===== src/rtl/sw_arb.sv =====
// Purpose : 5x5 router switch allocator; per-output round-robin arbitration plus output flit register.
// Latency : 1 cycle, request (comb in_ready pop) to registered valid_out/data_out/grant_src.
// Backpr. : an output holds its flit while valid_out=1 and out_ready=0; losing or blocked inputs see in_ready=0 and must hold.
//
// Ports
//   rc_clk, rst_n        clock, async active-low reset
//   dir_in   [4*NPORT]   one-hot route direction per input (0000 = local, 1111 = idle)
//   valid_in [NPORT]     flit valid per input
//   data_in  [DW*NPORT]  flit per input
//   out_ready[NPORT]     downstream ready per output
//   in_ready [NPORT]     combinational pop to the winning inputs
//   data_out/valid_out   registered flit per output
//   grant_src[3*NPORT]   registered index of the input that supplied each output flit
//   err_dir              sticky flag for an illegal direction code on a valid input
module sw_arb #(
    parameter int DATASIZE = 40,
    parameter int NPORT    = 5
) (
    input  logic                      rc_clk,
    input  logic                      rst_n,
    input  logic [4*NPORT-1:0]        dir_in,
    input  logic [NPORT-1:0]          valid_in,
    input  logic [DATASIZE*NPORT-1:0] data_in,
    input  logic [NPORT-1:0]          out_ready,
    output logic [NPORT-1:0]          in_ready,
    output logic [DATASIZE*NPORT-1:0] data_out,
    output logic [NPORT-1:0]          valid_out,
    output logic [3*NPORT-1:0]        grant_src,
    output logic                      err_dir
);

    // ------------------------------------------------------------------
    // State
    // ------------------------------------------------------------------
    logic [DATASIZE*NPORT-1:0] data_out_q,  data_out_d;
    logic [NPORT-1:0]          valid_out_q, valid_out_d;
    logic [3*NPORT-1:0]        grant_src_q, grant_src_d;
    logic [2:0]                ptr_q [NPORT];
    logic [2:0]                ptr_d [NPORT];
    logic                      err_dir_q,   err_dir_d;

    // ------------------------------------------------------------------
    // Combinational intermediates
    // ------------------------------------------------------------------
    logic [NPORT-1:0] dec_vld;          // input carries a legal request
    logic [2:0]       dec_out [NPORT];  // requested output index
    logic [NPORT-1:0] dec_ill;          // illegal code on a valid input
    logic [NPORT-1:0] req     [NPORT];  // req[o][i]
    logic [NPORT-1:0] gnt     [NPORT];  // one-hot winner per output
    logic [NPORT-1:0] gnt_vld;
    logic [2:0]       gnt_idx [NPORT];
    logic [NPORT-1:0] out_free;
    logic [NPORT-1:0] in_ready_c;

    // Rotating search index: (base + off) mod NPORT, base/off both < NPORT.
    function automatic logic [2:0] rr_idx(input logic [2:0] base, input logic [2:0] off);
        logic [3:0] s;
        s = {1'b0, base} + {1'b0, off};
        if (s >= 4'(NPORT)) begin
            s = s - 4'(NPORT);
        end
        return s[2:0];
    endfunction

    // ------------------------------------------------------------------
    // Direction decode. 1111 is the idle code and is neither a request
    // nor an error; every other non-one-hot code is flagged.
    // ------------------------------------------------------------------
    always_comb begin
        for (int i = 0; i < NPORT; i++) begin
            dec_vld[i] = 1'b0;
            dec_out[i] = 3'd0;
            dec_ill[i] = 1'b0;
            unique case (dir_in[4*i +: 4])
                4'b0001: begin dec_vld[i] = valid_in[i]; dec_out[i] = 3'd0; end
                4'b0010: begin dec_vld[i] = valid_in[i]; dec_out[i] = 3'd1; end
                4'b0100: begin dec_vld[i] = valid_in[i]; dec_out[i] = 3'd2; end
                4'b1000: begin dec_vld[i] = valid_in[i]; dec_out[i] = 3'd3; end
                4'b0000: begin dec_vld[i] = valid_in[i]; dec_out[i] = 3'd4; end
                4'b1111: begin dec_vld[i] = 1'b0; end
                default: begin dec_ill[i] = valid_in[i]; end
            endcase
        end
    end

    always_comb begin
        for (int o = 0; o < NPORT; o++) begin
            for (int i = 0; i < NPORT; i++) begin
                req[o][i] = dec_vld[i] && (dec_out[i] == 3'(o));
            end
        end
    end

    // ------------------------------------------------------------------
    // Per-output round-robin arbitration. Search starts at ptr and the
    // first requester found wins; a busy output grants nobody.
    // ------------------------------------------------------------------
    always_comb begin
        for (int o = 0; o < NPORT; o++) begin
            gnt[o]      = '0;
            gnt_vld[o]  = 1'b0;
            gnt_idx[o]  = 3'd0;
            out_free[o] = !valid_out_q[o] || out_ready[o];
            if (out_free[o]) begin
                for (int k = 0; k < NPORT; k++) begin
                    if (!gnt_vld[o] && req[o][rr_idx(ptr_q[o], 3'(k))]) begin
                        gnt_vld[o]                      = 1'b1;
                        gnt_idx[o]                      = rr_idx(ptr_q[o], 3'(k));
                        gnt[o][rr_idx(ptr_q[o], 3'(k))] = 1'b1;
                    end
                end
            end
        end
    end

    // Each input requests one output at most, so OR-ing the grant
    // vectors can never pop an input twice.
    always_comb begin
        in_ready_c = '0;
        for (int o = 0; o < NPORT; o++) begin
            in_ready_c = in_ready_c | gnt[o];
        end
    end

    // No pop may escape while the flops are held in reset.
    assign in_ready = rst_n ? in_ready_c : '0;

    // ------------------------------------------------------------------
    // Next-state: load winner, drain to idle, or hold when blocked.
    // A consume and a new grant in the same cycle simply overwrite.
    // ------------------------------------------------------------------
    always_comb begin
        data_out_d  = data_out_q;
        valid_out_d = valid_out_q;
        grant_src_d = grant_src_q;
        for (int o = 0; o < NPORT; o++) begin
            ptr_d[o] = ptr_q[o];
        end
        for (int o = 0; o < NPORT; o++) begin
            if (out_free[o]) begin
                if (gnt_vld[o]) begin
                    valid_out_d[o]         = 1'b1;
                    grant_src_d[3*o +: 3]  = gnt_idx[o];
                    ptr_d[o]               = rr_idx(gnt_idx[o], 3'd1);
                    for (int i = 0; i < NPORT; i++) begin
                        if (gnt[o][i]) begin
                            data_out_d[DATASIZE*o +: DATASIZE] = data_in[DATASIZE*i +: DATASIZE];
                        end
                    end
                end else begin
                    valid_out_d[o] = 1'b0;
                end
            end
        end
        err_dir_d = err_dir_q || (|dec_ill);
    end

    always_ff @(posedge rc_clk or negedge rst_n) begin
        if (!rst_n) begin
            data_out_q  <= '0;
            valid_out_q <= '0;
            grant_src_q <= '0;
            err_dir_q   <= 1'b0;
            for (int o = 0; o < NPORT; o++) begin
                ptr_q[o] <= 3'd0;
            end
        end else begin
            data_out_q  <= data_out_d;
            valid_out_q <= valid_out_d;
            grant_src_q <= grant_src_d;
            err_dir_q   <= err_dir_d;
            for (int o = 0; o < NPORT; o++) begin
                ptr_q[o] <= ptr_d[o];
            end
        end
    end

    assign data_out  = data_out_q;
    assign valid_out = valid_out_q;
    assign grant_src = grant_src_q;
    assign err_dir   = err_dir_q;

endmodule


===== config.mk =====
export PLATFORM = sky130hd
export DESIGN_NAME = sw_arb
export DESIGN_NICKNAME = d
export VERILOG_FILES = /design/src/rtl/sw_arb.sv
export SDC_FILE = /design/constraint.sdc
export NUM_CORES = 1
export LEC_CHECK = 0
export BUFFER_PORTS_ARGS = -buffer_cell sky130_fd_sc_hd__buf_2
export CORE_ASPECT_RATIO = 0.75
export CORE_MARGIN = 2
export CORE_UTILIZATION = 50
export CTS_BUF_LIST = sky130_fd_sc_hd__clkbuf_16
export CTS_CLUSTER_DIAMETER = 100
export DETAILED_ROUTE_END_ITERATION = 10
export PLACE_DENSITY = 0.78
export REMOVE_ABC_BUFFERS = 1
export SETUP_SLACK_MARGIN = 0.02
export SYNTH_ARGS = -nofsm -noshare
export SYNTH_HDL_FRONTEND = slang
export SYNTH_SLANG_ARGS = --single-unit

===== constraint.sdc =====
create_clock -name rc_clk -period 4.6 [get_ports rc_clk]
set_clock_uncertainty 0.1 [all_clocks]
set_input_delay 0.46 -clock rc_clk [delete_from_list [all_inputs] [get_ports rc_clk]]
set_output_delay 0.46 -clock rc_clk [all_outputs]
set_load 0.01 [all_outputs]

**Yosys cells after proc, flatten, opt, wreduce, memory -nomap -nowiden**

Index checks and enable logic that the tools add are counted.

- Add/subtract/negate cells: 55
- Order comparisons: 105
- Equal/unequal tests: 45
- Multiplexer cells: 381
- Bitwise logic cells: 24
- Reductions and logical operators: 137

Operators with widths:

| kind | number |
|---|---|
| two-way mux 40 bit | 25 |
| two-way mux 3 bit | 135 |
| two-way mux 5 bit | 51 |
| < comparator 3 x 4 -> 1 bit (second input constant) | 50 |
| OR 5 bit | 24 |
| two-way mux 1 bit | 115 |
| >= comparator 4 x 3 -> 1 bit (second input constant) | 25 |
| subtractor 3 bit (second input constant) | 30 |
| binary-select mux 1 bit (select 3 bit) | 25 |
| demux 1 bit (select 3 bit) | 25 |
| >= comparator 3 x 1 -> 1 bit (second input constant) | 25 |
| logical AND 1 bit | 70 |
| case mux 3 bit (4 select lines) | 5 |
| adder 3 x 1 -> 4 bit (second input constant) | 10 |
| adder 3 x 2 -> 4 bit (second input constant) | 10 |
| == test 4 bit (second input constant) | 10 |
| == test 3 x 2 -> 1 bit (second input constant) | 10 |
| OR reduction 5 bit | 6 |
| OR reduction 6 bit | 5 |
| zero test 1 bit | 25 |
| nonzero test 5 bit | 5 |
| adder 3 x 3 -> 4 bit (second input constant) | 5 |
| == test 4 x 1 -> 1 bit (second input constant) | 5 |
| == test 4 x 2 -> 1 bit (second input constant) | 5 |
| other kinds (9) | 46 |

- Register bits: 236
- Input port bits: 232
- Output and inout bits: 226
- Logic and storage cells: 768

**Longest topological paths before layout**

- Word-level depth: 36
- Depth in mapped cells: 21
- Mapped depth without buffers: 19

**Worst setup path after synthesis**

Ideal clock, no wire load.

- Kind: register to output
- Start: register ptr_q[0] in the netlist's numbering
- End: output in_ready[4]
- Arrival: 3.929 ns
- Required time: 4.040 ns
- Slack: 0.111 ns
- Cell stages (with the launch flop): 16
- Path buffers: 3
- Path through: dfrtp_1 buf_2 inv_1 ha_1 inv_1 fa_1 or3_1 and2_1 a211oi_1 o21ai_1 nor4bb_1 a211oi_2 or2_1 clkbuf_1 clkbuf_1 a41oi_1

- Word-level cells in the longest chain between the ends: 25
- Elaborated cells on any way between the ends: 101
- Those cells by class: 9 x add/sub; 15 x order compare; 59 x mux; 5 x bitwise; 13 x reduce/logical

RTL lines:

| element | line | text |
|---|---|---|
| from (decl) | 38 | `logic [2:0] ptr_q [NPORT];` |
| from (signal, indexed assignment) | 173 | `ptr_q[o] <= ptr_d[o];` |
| parallel branches: the longest is 21 deep, another holds adder 3 x 1 -> 4 bit | n/a |  |
| two-way mux 5 bit * | 106 | `if (!gnt_vld[o] && req[o][rr_idx(ptr_q[o], 3'(k))]) begin` |
| two-way mux 5 bit * | 104 | `if (out_free[o]) begin` |
| OR 5 bit * | 121 | `in_ready_c = in_ready_c \| gnt[o];` |
| two-way mux 5 bit * | 126 | `assign in_ready = rst_n ? in_ready_c : '0;` |
| to (decl) | 25 | `output logic [NPORT-1:0] in_ready,` |

Every way passes the cells marked *. The select of a mux whose other input is x is not followed.

**Worst setup path after layout**

- Start: register ptr_q[1] in the netlist's numbering
- End: output in_ready[0]

The elaborated chain is that of the path after synthesis.

==> out/metrics.yaml <==
run_status:
  status: "finished clean"
route:
  first_iter_violations: 4446
  drtPass1Iterations: 7
  wl_um: 113200
  drcViolationCount: 0
  vias: 29150
  ant_nets: 0
  wl_per_cell_um: 27.67
  post_drt_via_cell_ratio: 7.129
logic_synthesis:
  synth-async-reset-ratio: 1.000
  yosysWarnings: 0
  synth-edff-count: 0
  yosys_most_used_dff: "dfrtp_1"
  synth-seq-area-share: 0.2462
  synth_cell_type_count: 113
  syn_avg_cell_area_um2: 8.207
  synthCells: 2923
  netlist_area_um2: 23990
  synth-seq-cells: 236
run:
  max-cap-violations: 0
grt:
  grt_use_total: 0.4247
  grt_pass1_wl_um: 166300
  grt_max_degree: 157
  antenna_found_initial: 13
  grt_overflow_total: 0
  grt_pass1_vias: 27160
floorplan:
  core_um2: 47400
  rows: 69
  die_w_um: 256.9
  die_h_um: 193.7
  design.die.area_um2: 49760
  initial_utilization: 0.5061
  io_pins: 458
final_layout:
  regArea_um2: 5918
  fin_nets: 3709
  fillers: 4005
  final_cell_mix: "buf_2, nand2_1, dfrtp_1"
  final_core_util: 0.6488
  layout_commonest_cell: "buf_2"
  layout-drive-gt1-share: 0.3265
  syn2layout_area_growth_pct: 28.20
  multi_input_area_um2: 17970
min_path:
  holdPathEnd: "data_out[133]"
  min_from: "data_in[133]"
  hold_path_depth: 3
  hold_path.class: "in -> reg"
clock_tree:
  clock_latency_ns: 0.57
  root_buffer: "clkbuf_16"
  clock_path_buffers: 3
  cts-buffers-inserted: 26
  cts_tree: "yes"
  h-tree-depth: 1
  cts.sink_count: 236
  path_clk_slew_ns: 0.07
critical_path:
  regToRegSetupSlack_ns: 0.21
  required_ns: 4.04
  arrival_ns: 4.00
  reg2reg_to: "data_out[57]"
  cp_max_fo: 7
  crit_type: "reg -> out"
  r2r_cells: 18
  start_kind: "flop"
  end_kind: "primary output"
  worstReg2RegStart: "ptr_q[9]"
sta:
  worst_slew_pin_slew_ns: 1.019
  slew_headroom: 0.3207
  rsz0062_at_grt: "true"
  min_period_over_period: 0.9907
  drv_slew: 0
  hold_viol: 0
  setup_viol: 0
  min_period_ns: 4.557
  fmax_ghz: 0.2194
placement:
  port_buffers: 457
  dp_hpwl_um: 74400
  place.gp.congestion: 1.065
-- per-stage QoR --
step / cell area (µm²) / setup slack (ns) / TNS (ns) / hold slack, ns / cells
after floorplan: 22820 / -3.478 / -379.28 / 0.06441 / 2665
after global placement: 27920 / 0.1458 / 0 / 0.3032 / 3939
after detailed placement: 27920 / 0.07514 / 0 / 0.2992 / 3939
after CTS: 29420 / 0.006998 / 0 / 0.08030 / 4024
after global routing: 30740 / -0.06887 / -0.1651 / 0.1098 / 4084
final: 30750 / 0.04295 / 0 / 0.1027 / 4089
-- worst max-delay path by stage --
stage / startpoint / endpoint / slack (ns) / cells past startpoint
after floorplan: ptr_q[12] / data_out[38] / -3.48 / 13
after global placement: ptr_q[7] / ptr_q[7] / 0.15 / 16
after detailed placement: ptr_q[7] / ptr_q[7] / 0.08 / 16
after CTS: ptr_q[9] / in_ready[2] / 0.007 / 15
after global routing: ptr_q[1] / in_ready[2] / -0.07 / 14
final: ptr_q[1] / in_ready[0] / 0.04 / 14
-- repair_timing --
item                                    in CTS  in global routing
endpoints found under the hold margin       48                  0
hold buffers                                 1                  0
pin swaps                                   22                 53
gates resized for setup                    101                179
gates cloned                                 1                  2
endpoints found under the setup margin       5                  7
buffers inserted                            35                 53
-- sequential cells by signal, summed over array words and instances (netlist names) --
register   count
valid_out      5
grant_src     15
data_out     200
ptr_q         15
err_dir        1
-- cell usage after synthesis (44+ instances only) --
| library cell | number | area, µm² |
|---|---|---|
| o211ai_1 | 50 | 375.4 |
| a21oi_1 | 103 | 515.5 |
| a221oi_1 | 127 | 1112 |
| nand2_1 | 285 | 1070 |
| nor3_1 | 94 | 470.5 |
| buf_2 | 66 | 330.3 |
| o22ai_1 | 112 | 700.7 |
| o21bai_1 | 45 | 337.8 |
| clkbuf_1 | 158 | 593.1 |
| mux2_1 | 76 | 855.8 |
| mux2i_1 | 120 | 1201 |
| inv_1 | 87 | 326.6 |
| o21a_1 | 55 | 412.9 |
| o21ai_0 | 155 | 775.7 |
| a31oi_1 | 56 | 350.3 |
| ha_1 | 52 | 650.6 |
| a22o_1 | 44 | 385.4 |
| dfrtp_1 | 236 | 5906 |
| nor2_1 | 161 | 604.3 |
-- cell type report --
| class | instances | share of cell area |
|---|---|---|
| antenna | 10 | 0.0008137 |
| timing repair buffer | 727 | 0.1587 |
| multi-input combinational | 2338 | 0.5842 |
| clock inverter | 21 | 0.004272 |
| inverter | 91 | 0.01155 |
| sequential | 236 | 0.1924 |
| tap | 639 | 0.02600 |
| clock buffer | 27 | 0.02197 |
-- cells by family after synthesis --
group           after synthesis  share of synthesized area
xor+xnor                     22                   0.008658
simple gates                877                     0.1867
fa+ha+maj                    62                    0.03338
buf+inv                     349                    0.06285
flops                       236                     0.2462
compound gates             1162                     0.3665
mux                         215                    0.09571
-- worst max-delay path: stages (launching register included) --
cell and delay, ns:
dfrtp_2 0.48, inv_4 0.12, ha_2 0.23, a21o_1 0.21, mux2i_4 0.31, mux4_2 0.58
a21oi_4 0.22, o21ai_4 0.13, nor2_4 0.17, nand4b_1 0.21, buf_4 0.20, nor2_1 0.08
o31ai_1 0.07, a41oi_1 0.23, buf_2 0.19
-- per-layer routing --
metal	GRT usage	routed length, µm
met4	0.1850	6045
met1	0.5812	43590
met5	0.009579	113
met2	0.6042	46250
met3	0.1452	17160
Power is not shown: default switching activity piles up to over one toggle a cycle in this logic, so the estimate is an artifact.
